[src/rtl/cache_bus_axi_bridge.sv]
// cache_bus_axi_bridge: turns one cache_bus request/response port into an AXI4 master.
// One transaction in flight; uncached single beats and cached INCR bursts.
package cache_bus_pkg;
    typedef struct packed {
        logic        valid;
        logic        write;
        logic        burst;
        logic        cached;
        logic [31:0] addr;
        logic [31:0] w_data;
        logic [3:0]  data_strobe;
        logic        data_ok;
        logic        data_last;
    } cache_bus_req_t;

    typedef struct packed {
        logic        ready;
        logic        data_ok;
        logic        data_last;
        logic [31:0] r_data;
    } cache_bus_resp_t;
endpackage

module cache_bus_axi_bridge
    import cache_bus_pkg::*;
#(
    parameter int unsigned BURST_LEN = 4,
    parameter logic [3:0]  AXI_ID    = 4'd0
) (
    input  logic            clk,
    input  logic            rst_n,
    input  cache_bus_req_t  bus_req_i,
    output cache_bus_resp_t bus_resp_o,
    output logic [3:0]      arid,
    output logic [31:0]     araddr,
    output logic [7:0]      arlen,
    output logic [2:0]      arsize,
    output logic [1:0]      arburst,
    output logic [3:0]      arcache,
    output logic            arvalid,
    input  logic            arready,
    input  logic [31:0]     rdata,
    input  logic [1:0]      rresp,
    input  logic            rlast,
    input  logic            rvalid,
    output logic            rready,
    output logic [3:0]      awid,
    output logic [31:0]     awaddr,
    output logic [7:0]      awlen,
    output logic [2:0]      awsize,
    output logic [1:0]      awburst,
    output logic [3:0]      awcache,
    output logic            awvalid,
    input  logic            awready,
    output logic [31:0]     wdata,
    output logic [3:0]      wstrb,
    output logic            wlast,
    output logic            wvalid,
    input  logic            wready,
    input  logic [1:0]      bresp,
    input  logic            bvalid,
    output logic            bready,
    output logic            bus_err_o
);
    typedef enum logic [5:0] {
        IDLE    = 6'b000001,
        RD_ADDR = 6'b000010,
        RD_DATA = 6'b000100,
        WR_ADDR = 6'b001000,
        WR_DATA = 6'b010000,
        WR_RESP = 6'b100000
    } state_t;

    state_t      r_state;
    state_t      w_next;
    logic [31:0] r_addr;
    logic        r_burst;
    logic        r_cached;
    logic [3:0]  r_strb;
    logic [3:0]  r_cnt;
    logic        r_err;
    logic [7:0]  w_len;
    logic [3:0]  w_cache;
    logic        w_beat;
    logic        w_clr;
    logic        w_err;
    logic        w_unused;

    assign w_len    = r_burst ? 8'(BURST_LEN - 1) : 8'd0;
    assign w_cache  = r_cached ? 4'b1111 : 4'b0000;
    // Upstream data_last is advisory only; the internal beat count decides wlast.
    assign w_unused = bus_req_i.data_last;

    assign arid      = AXI_ID;
    assign araddr    = r_addr;
    assign arlen     = w_len;
    assign arsize    = 3'b010;
    assign arburst   = 2'b01;
    assign arcache   = w_cache;
    assign awid      = AXI_ID;
    assign awaddr    = r_addr;
    assign awlen     = w_len;
    assign awsize    = 3'b010;
    assign awburst   = 2'b01;
    assign awcache   = w_cache;
    assign wdata     = bus_req_i.w_data;
    assign wstrb     = r_strb;
    assign bus_err_o = r_err;

    always_comb begin
        w_next     = r_state;
        bus_resp_o = '0;
        arvalid    = 1'b0;
        rready     = 1'b0;
        awvalid    = 1'b0;
        wvalid     = 1'b0;
        wlast      = 1'b0;
        bready     = 1'b0;
        w_beat     = 1'b0;
        w_clr      = 1'b0;
        w_err      = 1'b0;
        case (r_state)
            IDLE: begin
                if (bus_req_i.valid) w_next = bus_req_i.write ? WR_ADDR : RD_ADDR;
            end
            RD_ADDR: begin
                arvalid          = 1'b1;
                bus_resp_o.ready = arready;
                w_clr            = arready;
                if (arready) w_next = RD_DATA;
            end
            RD_DATA: begin
                rready               = bus_req_i.data_ok;
                bus_resp_o.data_ok   = rvalid;
                bus_resp_o.r_data    = rdata;
                bus_resp_o.data_last = rlast;
                w_beat               = rvalid & bus_req_i.data_ok;
                // A short burst (rlast before the expected count) is flagged as an error.
                w_err = w_beat & ((rresp != 2'b00) | (rlast & (r_cnt != w_len[3:0])));
                if (w_beat && rlast) w_next = IDLE;
            end
            WR_ADDR: begin
                awvalid          = 1'b1;
                bus_resp_o.ready = awready;
                w_clr            = awready;
                if (awready) w_next = WR_DATA;
            end
            WR_DATA: begin
                wvalid               = bus_req_i.data_ok;
                wlast                = (r_cnt == w_len[3:0]);
                bus_resp_o.data_ok   = wready;
                bus_resp_o.data_last = wlast;
                w_beat               = bus_req_i.data_ok & wready;
                if (w_beat && wlast) w_next = WR_RESP;
            end
            WR_RESP: begin
                bready = 1'b1;
                w_err  = bvalid & (bresp != 2'b00);
                if (bvalid) w_next = IDLE;
            end
            default: w_next = IDLE;
        endcase
    end

    always_ff @(posedge clk or negedge rst_n) begin
        if (!rst_n) begin
            r_state  <= IDLE;
            r_addr   <= '0;
            r_burst  <= 1'b0;
            r_cached <= 1'b0;
            r_strb   <= '0;
            r_cnt    <= '0;
            r_err    <= 1'b0;
        end else begin
            r_state <= w_next;
            if (r_state == IDLE && bus_req_i.valid) begin
                r_addr   <= bus_req_i.addr;
                r_burst  <= bus_req_i.burst;
                r_cached <= bus_req_i.cached;
                r_strb   <= bus_req_i.data_strobe;
            end
            if (w_clr) r_cnt <= '0;
            else if (w_beat) r_cnt <= r_cnt + 4'd1;
            if (w_err) r_err <= 1'b1;
        end
    end
endmodule
[config.mk]
export PLATFORM = sky130hd
export DESIGN_NAME = cache_bus_axi_bridge
export DESIGN_NICKNAME = d
export VERILOG_FILES = /design/src/rtl/cache_bus_axi_bridge.sv
export SDC_FILE = /design/constraint.sdc
export NUM_CORES = 1
export LEC_CHECK = 0
export CAP_MARGIN = 20
export CORE_AREA = 3 3 118 120
export DETAILED_ROUTE_END_ITERATION = 8
export DIE_AREA = 0 0 121 123
export HOLD_SLACK_MARGIN = 0.06
export PLACE_DENSITY_LB_ADDON = 0.12
export RECOVER_POWER = 25
export SLEW_MARGIN = 20
export SYNTH_ARGS = -nofsm -noshare
export SYNTH_HDL_FRONTEND = slang
export SYNTH_SLANG_ARGS = --single-unit
[constraint.sdc]
create_clock -name clk -period 2 [get_ports clk]
set_input_delay 0.4 -clock clk [delete_from_list [all_inputs] [get_ports clk]]
set_output_delay 0.4 -clock clk [all_outputs]
set_load 0.01 [all_outputs]
==> Yosys cells after proc, flatten, opt, wreduce, memory -nomap -nowiden <==
Cells that the tools add are included.
{ "op_classes": {"eq_ne": 14, "n_mux": 23, "n_reduce_logical": 7, "n_addsub": 1, "bitwise": 6} }
{ "op_table": {"columns": ["cell", "n"], "rows": [
  ["6-bit two-way mux", 6],
  ["6-bit one-hot mux with 6 select lines", 1],
  ["32-bit two-way mux", 1],
  ["4-bit two-way mux", 4],
  ["2-bit inequality test (second input constant)", 6],
  ["6-bit by 1-bit equality test with 1-bit output (second input constant)", 1],
  ["6-bit by 2-bit equality test with 1-bit output (second input constant)", 1],
  ["6-bit by 3-bit equality test with 1-bit output (second input constant)", 1],
  ["6-bit by 4-bit equality test with 1-bit output (second input constant)", 1],
  ["6-bit by 5-bit equality test with 1-bit output (second input constant)", 1],
  ["6-bit equality test (second input constant)", 1],
  ["1-bit two-way mux", 6],
  ["1-bit one-hot mux with 2 select lines", 3],
  ["6-bit AND reduction", 1],
  ["2-bit nonzero test", 3],
  ["1-bit AND", 5],
  ["4-bit by 1-bit adder with 4-bit output (second input constant)", 1],
  ["4-bit by 2-bit equality test with 1-bit output", 1],
  ["4-bit by 2-bit inequality test with 1-bit output", 1],
  ["2-bit one-hot mux with 2 select lines", 1],
  ["1-bit logical AND", 3],
  ["2-bit two-way mux", 1],
  ["1-bit OR", 1]
]} }
{ "totals": {"out_inout_bits": 184, "ff_bits": 49} }

==> Longest topological paths before layout <==
{ "depth": {"ltp_word": 6, "mapped_depth": 6, "mapped_depth_nobuf": 4} }

==> Worst setup path after synthesis <==
Ideal clock, no wire load.
{ "synth_path": {"path_kind": "reg2out", "startpoint": "register r_state[1]", "endpoint": "output bus_resp_o[22] (netlist bit)", "path_buffers": 2, "path_stages_with_launch": 6, "arrival_ns": 1.451, "required_ns": 1.600, "slack_ns": 0.149, "cell_sequence": "dfrtp_1 -> nor4_4 -> and3b_1 -> buf_2 -> clkbuf_1 -> and2_1"} }
{ "synth_rtl": {"columns": ["item", "line", "source"], "rows": [
  ["start, declared", "74", "state_t r_state;"],
  ["start signal, assigned", "175", "r_state <= w_next;"],
  ["end, declared", "33", "output cache_bus_resp_t bus_resp_o,"]
]} }

==> impl_metrics.json <==
{
  "outcome": "finished with violations",
  "violations": "negative setup slack",
  "drive_gt1_frac": 0.3212,
  "clk_pin_slew_ns": 0.07,
  "worstRegToRegCells": 8,
  "die_w_um": 121,
  "synth-adder-area-share": 0.003995,
  "preCtsSetupSlack_ns": -0.2364,
  "skew_ns": 0.003678,
  "r2r-start": "r_state[1]",
  "syn_area_sq_um": 3132,
  "fp.dieH_um": 123,
  "final_antenna_net_count": 0,
  "leakagePower_nw": 2.367,
  "total_power_mw": 6.432,
  "wl_um": 9240,
  "wl_met1_um": 3303,
  "core-area_sq_um": 13090,
  "synth_ff_type": "dfrtp_1",
  "dr.first_iter.drc_count": 49,
  "ctsHtreeMaxLevel": 2,
  "synth_cells": 297,
  "nets": 586,
  "clock_sinks": 49,
  "startpoint_type": "flop",
  "io_buffers": 206,
  "vias_per_cell": 3.900,
  "antenna_found_initial": 0,
  "cts_root_buf": "clkbuf_16",
  "cp-end-kind": "primary output",
  "worst_pin_slew_ns": 1.080,
  "syn-mean-instance-area_sq_um": 10.54,
  "synth_compound_area_frac": 0.03116,
  "area_growth_pct": 65.20,
  "synth_seq_cells": 49,
  "clk_path_buf_depth": 2,
  "overflow": 0,
  "hp-class": "input port to asynchronous set/reset pin",
  "vias": 2508,
  "fin_crit_ns": 2.120,
  "avgRoutedWirePerCell_um": 14.37,
  "grt_pass1_wl_um": 13740,
  "cts_tree": "done",
  "routed-wl-met3_um": 688,
  "clkLatencyLatePin_ns": 0.28,
  "topRoutingLayerUsed": "met4",
  "grt_pass1_vias": 2590,
  "route.detailed.drc": 0,
  "cts-hold-fix-buffers": 0,
  "row_count": 42,
  "grt_max_degree": 34,
  "firstDrtPassIters": 4,
  "cap_violations": 0,
  "fmax_mhz": 471.6,
  "critical_path_arrival_ns": 1.72,
  "critPathMaxFanout": 9,
  "wl_met2_um": 5119,
  "synth_commonest_cells": "buf_4 (107), dfrtp_1 (48), mux2_2 (38)",
  "synth_edf_count": 0,
  "r2r_slack_ns": 0.09,
  "peakVddDrop_mv": 0.5304,
  "hold_viol_final": 0,
  "synth_top_area_share": 0.3835,
  "async_flop_share": 1.000,
  "cts_buffers": 5,
  "synth.most_common_cell": "buf_4",
  "synth_simple_gate_area_frac": 0.1466,
  "synth_area_leader_cell": "dfrtp_1",
  "die_area_sq_um": 14880,
  "rsz0062_at_grt": "true",
  "track_usage": 0.1170,
  "reg2reg_to": "r_cnt[1]",
  "synth-seq-area-share": 0.3919,
  "slew_headroom": 0.2798,
  "hpwl_um": 7325,
  "setup_slack_ns": -0.1204,
  "ys_warn_count": 0,
  "pwr_density_cell_nw_per_um2": 1243,
  "critPathKind": "flop to primary output",
  "initial_core_util": 0.2393,
  "min_period_over_period": 1.060,
  "synth_top_family_by_area": "buffers and inverters",
  "synthXorXnorAreaFrac": 0,
  "ios": 302,
  "finalSetupViolations": 35,
  "synth_cell_type_count": 33,
  "final_util": 0.3954,
  "insertedDiodeCount": 0,
  "place.gp.congestion": 0.7327,
  "synth_mux_area_frac": 0.1510,
  "synth_area_leaders": "dfrtp_1 (38%), buf_4 (26%), mux2_2 (14%), and2_1 (6.6%), nand3b_1 (1.4%)",
  "maxSlewViolCount": 0,
  "crit_required_ns": 1.60
}
## kinds of logic after synthesis
| family | count (synthesis) |
|---|---|
| mux | 42 |
| fa+ha+maj | 1 |
| compound gates | 14 |
| flops | 49 |
| simple gates | 70 |
| buf+inv | 119 |
| other cells | 2 |
## where the power goes
| part | total, mW | switching [mW] | internal (mW) | leakage, nW |
|---|---|---|---|---|
| clock | 0.948 | 0.367 | 0.581 | 0.0797 |
| sequential | 1.79 | 0.345 | 1.45 | 0.592 |
| combinational | 3.69 | 1.32 | 2.36 | 1.70 |
| total | 6.43 | 2.04 | 4.40 | 2.37 |
## layout by cell type, fill, tap and decap left out, types with 2 or more instances in the layout
master / n
nand4_1: 2
a21oi_1: 2
clkbuf_1: 2
buf_6: 17
and3_1: 3
buf_12: 2
o22ai_1: 3
clkdlybuf4s50_1: 164
nand3b_1: 6
nor4_4: 2
and2_1: 22
nor2_1: 3
mux2i_1: 3
buf_4: 33
nand2_1: 6
inv_1: 4
clkbuf_16: 5
buf_16: 3
nand3_1: 5
buf_2: 28
conb_1: 30
and2_4: 11
nand4b_1: 4
dfrtp_1: 47
mux2_2: 38
o21ai_0: 2
## what timing repair did
action	CTS	global route
setup endpoints to repair	41	42
setup buffers	10	1
gates cloned	3	0
pin swaps	13	4
endpoints found under the hold margin	0	0
gates resized for setup	184	20
## layout make-up
cell class,instances,area [sq um]
clock buffers,5,125.1
clock inverters,2,35.03
fillers,1302,7911
inverters,4,15.01
multi-input cells,157,1194
flip-flops and latches,49,1229
well taps,176,220.2
repair buffers,250,2356
## critical path, stage by stage (launching register included)
cell and delay [ns]:
dfrtp_1 0.41, nor4_4 0.27, and3b_2 0.24, buf_6 0.14
buf_16 0.13, and2_1 0.12, buf_2 0.13
## flip-flops by register name, summed over array words and instances, names as in the netlist
| register | count |
|---|---|
| bus_err_o | 1 |
| r_state | 6 |
| araddr | 32 |
| r_cached | 1 |
| wstrb | 4 |
| r_burst | 1 |
| r_cnt | 4 |
## stage by stage
stage	setup TNS, ns	cell area [sq um]	std cells	hold slack [ns]
6_report	-3.137	5174	643	0.2901
3_3_place_gp	-6.692	4945	623	0.3891
3_5_place_dp	-7.498	4945	623	0.3894
2_1_floorplan	0	3237	325	0.1044
4_1_cts	-4.280	5124	643	0.07483
5_1_grt	-5.991	5174	643	0.3468
## worst max-delay path by stage
stage,start,endpoint,slack (ns),cells past startpoint
floorplan,r_state[1],bus_resp_o[22],0.15,5
global placement,r_state[1],rready,-0.21,5
detailed placement,r_state[1],rready,-0.24,5
CTS,r_state[1],bus_resp_o[22],-0.15,6
global route,r_state[1],bus_resp_o[2],-0.19,6
finish,r_state[1],bus_resp_o[15],-0.12,6
## per-layer routing
layer / up-vias / global-route usage
met1: 1178 / 0.1289
met4: 0 / 0.02691
met5: - / 0
met2: 121 / 0.2195
met3: 14 / 0.03660
li1: 1195 / -
No activity file was read; power rests on OpenSTA's default activity.
